## config.mk

```make
export PLATFORM = sky130hd
export DESIGN_NAME = ibus_xfer_master
export DESIGN_NICKNAME = d
export VERILOG_FILES = /design/src/rtl/sys_pkg.sv /design/src/rtl/xfer_addr_gen.sv /design/src/rtl/ibus_xfer_master.sv
export SDC_FILE = /design/constraint.sdc
export NUM_CORES = 1
export LEC_CHECK = 0
export ABC_AREA = 0
export CAP_MARGIN = 30
export CORE_MARGIN = 5
export CORE_UTILIZATION = 38
export DETAILED_ROUTE_END_ITERATION = 8
export GPL_ROUTABILITY_DRIVEN = 0
export MAX_ROUTING_LAYER = met4
export PLACE_DENSITY = 0.79
export SETUP_SLACK_MARGIN = 0.4
export SYNTH_ARGS = -nofsm -noshare
export SYNTH_HDL_FRONTEND = slang
export SYNTH_SLANG_ARGS = --single-unit
```

## constraint.sdc

```tcl
create_clock -name clk -period 2.1 [get_ports clk]
set_clock_uncertainty 0.05 [all_clocks]
set_input_delay 0.42 -clock clk [delete_from_list [all_inputs] [get_ports clk]]
set_output_delay 0.42 -clock clk [all_outputs]
set_load 0.01 [all_outputs]
```

## src/rtl/sys_pkg.sv

```systemverilog
// Shared types and constants for the ibus transfer engine.
// Holds the FSM state encoding, bus widths and direction codes.
package sys_pkg;

    localparam int IBUS_AW = 14;
    localparam int DATA_W  = 16;

    localparam logic DIR_LOAD  = 1'b0;
    localparam logic DIR_STORE = 1'b1;

    typedef enum logic [2:0] {
        ST_IDLE,
        ST_MRD,
        ST_IBWR,
        ST_IBRD,
        ST_IBCAP,
        ST_MWR,
        ST_FIN
    } xfer_state_e;

endpackage

```

## src/rtl/xfer_addr_gen.sv

```systemverilog
// Paired ibus/memory word pointers plus remaining-word down-counter.
// Shared by the load path and the result-drain path.
module xfer_addr_gen
    import sys_pkg::*;
#(
    parameter int MEM_AW = 16,
    parameter int CNT_W  = 14
) (
    input  logic               clk_i,
    input  logic               rst_i,
    input  logic               load_i,
    input  logic               step_i,
    input  logic [IBUS_AW-1:0] ibus_base_i,
    input  logic [MEM_AW-1:0]  mem_base_i,
    input  logic [CNT_W-1:0]   len_i,
    output logic [IBUS_AW-1:0] ibus_ptr_o,
    output logic [MEM_AW-1:0]  mem_ptr_o,
    output logic               last_o
);

    logic [IBUS_AW-1:0] ibus_ptr_q;
    logic [MEM_AW-1:0]  mem_ptr_q;
    logic [CNT_W-1:0]   cnt_q;

    // Pointers wrap naturally at their own widths.
    always_ff @(posedge clk_i) begin
        if (rst_i) begin
            ibus_ptr_q <= '0;
            mem_ptr_q  <= '0;
            cnt_q      <= '0;
        end else if (load_i) begin
            ibus_ptr_q <= ibus_base_i;
            mem_ptr_q  <= mem_base_i;
            cnt_q      <= len_i;
        end else if (step_i) begin
            ibus_ptr_q <= ibus_ptr_q + 1'b1;
            mem_ptr_q  <= mem_ptr_q + 1'b1;
            cnt_q      <= cnt_q - 1'b1;
        end
    end

    assign ibus_ptr_o = ibus_ptr_q;
    assign mem_ptr_o  = mem_ptr_q;
    assign last_o     = (cnt_q == CNT_W'(1));

endmodule

```

## src/rtl/ibus_xfer_master.sv

```systemverilog
// Word-at-a-time bus master moving data between system memory
// and the systolic array buffer RAM port in either direction.
module ibus_xfer_master
    import sys_pkg::*;
#(
    parameter int MEM_AW = 16,
    parameter int CNT_W  = 14
) (
    input  logic               clk,
    input  logic               rst,
    input  logic               start,
    input  logic               dir,
    input  logic [IBUS_AW-1:0] ibus_base,
    input  logic [MEM_AW-1:0]  mem_base,
    input  logic [CNT_W-1:0]   len,
    output logic               busy,
    output logic               done,
    output logic               ibus_ren,
    output logic [IBUS_AW-1:0] ibus_radr,
    input  logic [DATA_W-1:0]  ibus_rdata,
    output logic               ibus_wen,
    output logic [IBUS_AW-1:0] ibus_wadr,
    output logic [DATA_W-1:0]  ibus_wdata,
    output logic               mem_req,
    output logic               mem_we,
    output logic [MEM_AW-1:0]  mem_adr,
    output logic [DATA_W-1:0]  mem_wdata,
    input  logic [DATA_W-1:0]  mem_rdata,
    input  logic               mem_ack
);

    xfer_state_e        state_q, state_d;
    logic [DATA_W-1:0]  data_q, data_d;
    logic               busy_q, done_q;
    logic               ren_q, wen_q;
    logic               req_q, we_q;
    logic               load, step, last, ack;
    logic [IBUS_AW-1:0] ibus_ptr;
    logic [MEM_AW-1:0]  mem_ptr;

    xfer_addr_gen #(
        .MEM_AW (MEM_AW),
        .CNT_W  (CNT_W)
    ) u_addr (
        .clk_i       (clk),
        .rst_i       (rst),
        .load_i      (load),
        .step_i      (step),
        .ibus_base_i (ibus_base),
        .mem_base_i  (mem_base),
        .len_i       (len),
        .ibus_ptr_o  (ibus_ptr),
        .mem_ptr_o   (mem_ptr),
        .last_o      (last)
    );

    // Acks arriving without an outstanding request are dropped.
    assign ack = req_q && mem_ack;

    always_comb begin
        state_d = state_q;
        data_d  = data_q;
        load    = 1'b0;
        step    = 1'b0;
        unique case (state_q)
            ST_IDLE: begin
                if (start) begin
                    load = 1'b1;
                    if (len == '0)
                        state_d = ST_FIN;
                    else if (dir == DIR_STORE)
                        state_d = ST_IBRD;
                    else
                        state_d = ST_MRD;
                end
            end
            ST_MRD: begin
                if (ack) begin
                    data_d  = mem_rdata;
                    state_d = ST_IBWR;
                end
            end
            ST_IBWR: begin
                step    = 1'b1;
                state_d = last ? ST_FIN : ST_MRD;
            end
            ST_IBRD: state_d = ST_IBCAP;
            ST_IBCAP: begin
                data_d  = ibus_rdata;
                state_d = ST_MWR;
            end
            ST_MWR: begin
                if (ack) begin
                    step    = 1'b1;
                    state_d = last ? ST_FIN : ST_IBRD;
                end
            end
            ST_FIN: state_d = ST_IDLE;
            default: state_d = ST_IDLE;
        endcase
    end

    // Strobes are decoded from the next state so every output is a flop.
    always_ff @(posedge clk) begin
        if (rst) begin
            state_q <= ST_IDLE;
            data_q  <= '0;
            busy_q  <= 1'b0;
            done_q  <= 1'b0;
            ren_q   <= 1'b0;
            wen_q   <= 1'b0;
            req_q   <= 1'b0;
            we_q    <= 1'b0;
        end else begin
            state_q <= state_d;
            data_q  <= data_d;
            busy_q  <= (state_d != ST_IDLE) && (state_d != ST_FIN);
            done_q  <= (state_d == ST_FIN);
            ren_q   <= (state_d == ST_IBRD);
            wen_q   <= (state_d == ST_IBWR);
            req_q   <= (state_d == ST_MRD) || (state_d == ST_MWR);
            we_q    <= (state_d == ST_MWR);
        end
    end

    assign busy       = busy_q;
    assign done       = done_q;
    assign ibus_ren   = ren_q;
    assign ibus_radr  = ibus_ptr;
    assign ibus_wen   = wen_q;
    assign ibus_wadr  = ibus_ptr;
    assign ibus_wdata = data_q;
    assign mem_req    = req_q;
    assign mem_we     = we_q;
    assign mem_adr    = mem_ptr;
    assign mem_wdata  = data_q;

endmodule

```

==> results.yml <==
detailed_routing:
  drt_pass1_iterations: 4
  ant_nets: 0
  route.top_layer_used: "met4"
  wire_per_inst_um: 18.7
  drtIter0Drc: 200
  totalWireLength_mm: 14.9
  wl_met2_mm: 7.65
  routed-via-count: 4444
  post_drt_via_cell_ratio: 5.57
  wl_met3_mm: 1.12
  remaining_drc_errors: 0
  met1_length_mm: 5.72
logic_synthesis:
  ys_types: 49
  synth_adder_area_share_pct: 1.35
  yosys_warnings: 0
  postSynth.asyncResetShare_pct: 0
  post_synth_most_frequent_cells: "dfxtp_1 (69), nor2_1 (69), a21oi_1 (31)"
  synth.area.mux_share_pct: 4.62
  synth_compound_gate_area_share_pct: 21.5
  main_combinational_cell_family_by_area_after_synthesis: "simple AND/OR/NAND/NOR gates"
  synth.area.top_cells: "dfxtp_1 (37%), nor2_1 (7.0%), buf_4 (6.1%)"
  yosys_register_bits: 69
  number_of_nets_in_the_synthesized_netlist: 546
  synth_area_in_simple_gates_pct: 24.2
  syn_area_um2: 3710
  post_synthesis_cell_count: 461
  synthDominantAreaCellType: "dfxtp_1"
  synth_edf_count: 0
  synth_xor_xnor_area_share_pct: 1.65
  postSynthAreaPerCell_um2: 8.04
  netlist.area_leader.share_pct: 37.2
  ys_seq_area_share_pct: 37.2
  dominantRegCellSynth: "dfxtp_1"
clocking:
  cts-htree-levels: 3
  cts-buffers-inserted: 9
  max-clock-path-buffers: 2
  tritoncts: "yes"
  clk_tree_root_cell: "clkbuf_8"
  cts_sinks: 69
  cts-hold-fix-buffers: 0
  clock_latency_ns: 0.35
  clkTransAtPathRegs_ns: 0.10
sta:
  post-route-min-period_ns: 2.32
  maxClockFrequency_mhz: 430
  final_hold_viol_count: 0
  post-route-worst-setup-slack_ns: -0.225
  timing.setup.tns_ns: -1.11
  finalSetupViolations: 8
  post-route-period-util_pct: 111
  slew_headroom_pct: 68.3
  worst_slew_pin_slew_ns: 0.476
  rsz0062_at_grt: "yes"
  timing_max_transition_violations_final: 0
setup_path:
  critPathLaunch: "u_addr.cnt_q[9]"
  startpoint_type: "register"
  worst-r2r-setup-slack_ns: -0.22
  cp.required_ns: 2.32
  worst_r2r_startpoint: "u_addr.cnt_q[9]"
  crit_fanout: 4
  cp_data_arrival_time_ns: 2.55
  critPathCaptureType: "register"
  crit_path_class: "reg -> reg"
min_path:
  hold_path.class: "reg -> reg"
  min-delay-start: "u_addr.cnt_q[13]"
job:
  cap_violations: 0
power:
  power-per-cell-area_nw_per_um2: 655
  leakage_uw: 0.00284
  ir_drop_mv: 0.340
place:
  port_buffers: 162
  detailedPlacementHpwl_mm: 9.90
outcome:
  violations: "negative setup slack"
  status: "complete, but fails checks"
global_route:
  grt_start_max_net_pins: 26
  number_of_global_route_vias_before_repair: 4561
  grt_use_total_pct: 24.8
  grt_antenna_before_repair: 0
  grt-ovfl-total: 0
  grt_pass1_wl_mm: 22.6
cells_and_area:
  antenna_cells: 0
  fraction_of_the_core_area_covered_by_cells_at_the_end_of_the_flow_pct: 71.5
  flow.area_growth_from_synthesis_pct: 85.9
  filler_cell_count: 753
  post_route_cells_drive_above_1_share_pct: 35.5
  nets: 745
floorplanning:
  design.die.area_um2: 11800
  top_level_ports: 163
  die-height_um: 109
  rows: 36
  initial_core_util_pct: 38.5
  dieWidth_um: 109
  core_region_area_um2: 9640
path summary, 6_finish.rpt:
path,to,cells past startpoint
max reg2reg,busy,6
min,u_addr.cnt_q[13],2
min reg2reg,u_addr.cnt_q[13],2
max,busy,6
flip-flops by register name, summed over array words and instances (netlist names):
name,count
mem_req,1
state_q,3
mem_we,1
ibus_wdata,16
ibus_ren,1
u_addr.ibus_ptr_o,14
u_addr.mem_ptr_o,16
u_addr.cnt_q,14
done,1
busy,1
ibus_wen,1
routing by layer:
layer / vias up / GRT usage, %
li1: 2089 / -
met1: 2131 / 26.3
met2: 189 / 44.5
met3: 35 / 5.51
met4: 0 / 10.0
met5: - / -
area by class of cell:
type | instances | area [µm²] | share of cell area, %
clock buffers | 9 | 124 | 1.80
clock inverters | 7 | 51.3 | 0.744
inverters | 4 | 15.0 | 0.218
multi-input cells | 331 | 2600 | 37.7
flip-flops and latches | 69 | 1430 | 20.7
well taps | 133 | 166 | 2.41
repair buffers | 245 | 2510 | 36.4
worst max-delay path, stage by stage (launching register included):
cell and delay, ns:
dfxtp_2 0.33, or4_4 0.53, or4b_4 0.58, o21ai_4 0.15, a21boi_2 0.08, or3b_1 0.37, a31oi_1 0.16
logic make-up after synthesis:
logic type,count (synthesis)
flip-flops,69
multiplexers,17
AO/OA/AOI/OAI,123
buffers and inverters,62
XOR/XNOR,7
adder cells (fa/ha/maj),4
AND/OR/NAND/NOR,179
cell usage in the layout (no fill, tap or decap), types with 5 or more instances in the layout:
master / synthesis / routed
nand4_1: 10 / 10
a21oi_2: 0 / 8
nor2_4: 0 / 7
nor3_1: 16 / 6
buf_12: 0 / 10
nand3_2: 0 / 6
buf_4: 30 / 40
nand3_1: 19 / 9
a21oi_1: 31 / 22
dfxtp_4: 0 / 6
clkdlybuf4s50_1: 0 / 77
o21ai_2: 1 / 14
buf_6: 0 / 24
nor2_1: 69 / 55
dfxtp_2: 0 / 21
clkbuf_8: 0 / 9
and2_1: 6 / 5
nand2_2: 0 / 5
dlymetal6s2s_1: 0 / 5
dfxtp_1: 69 / 42
a211oi_1: 25 / 21
o21ai_0: 26 / 6
mux2i_1: 16 / 16
nor4_1: 8 / 5
dlygate4sd2_1: 0 / 79
xor2_1: 6 / 6
a221oi_2: 0 / 9
a31oi_1: 10 / 8
buf_16: 0 / 5
nor3_2: 0 / 6
nor2_2: 0 / 8
and3_1: 7 / 6
nand2_1: 21 / 14
report_power, final:
part	total [µW]	switching [µW]	internal, µW
registers	1660	193	1470
clock network	998	565	433
logic	1850	886	968
total	4510	1640	2870
through the flow:
| stage | area [µm²] | hold slack, ns | setup WS [ns] | std cells | power, µW |
|---|---|---|---|---|---|
| after floorplan | 3910 | 0.401 | -0.0977 | 461 | 2420 |
| after global placement | 5680 | 0.410 | -0.222 | 745 | 3060 |
| after detailed placement | 5680 | 0.438 | -0.319 | 745 | 3100 |
| after CTS | 6560 | 0.416 | -0.225 | 792 | 4370 |
| after global routing | 6900 | 0.434 | -0.315 | 798 | 4740 |
| final | 6900 | 0.439 | -0.225 | 798 | 4510 |
timing repair:
action | CTS | global route
buffers inserted | 25 | 5
gates resized for setup | 213 | 63
endpoints found under the setup margin | 146 | 74
pin swaps | 58 | 37
gates cloned | 6 | 1
No activity file was read; power rests on OpenSTA's default activity.
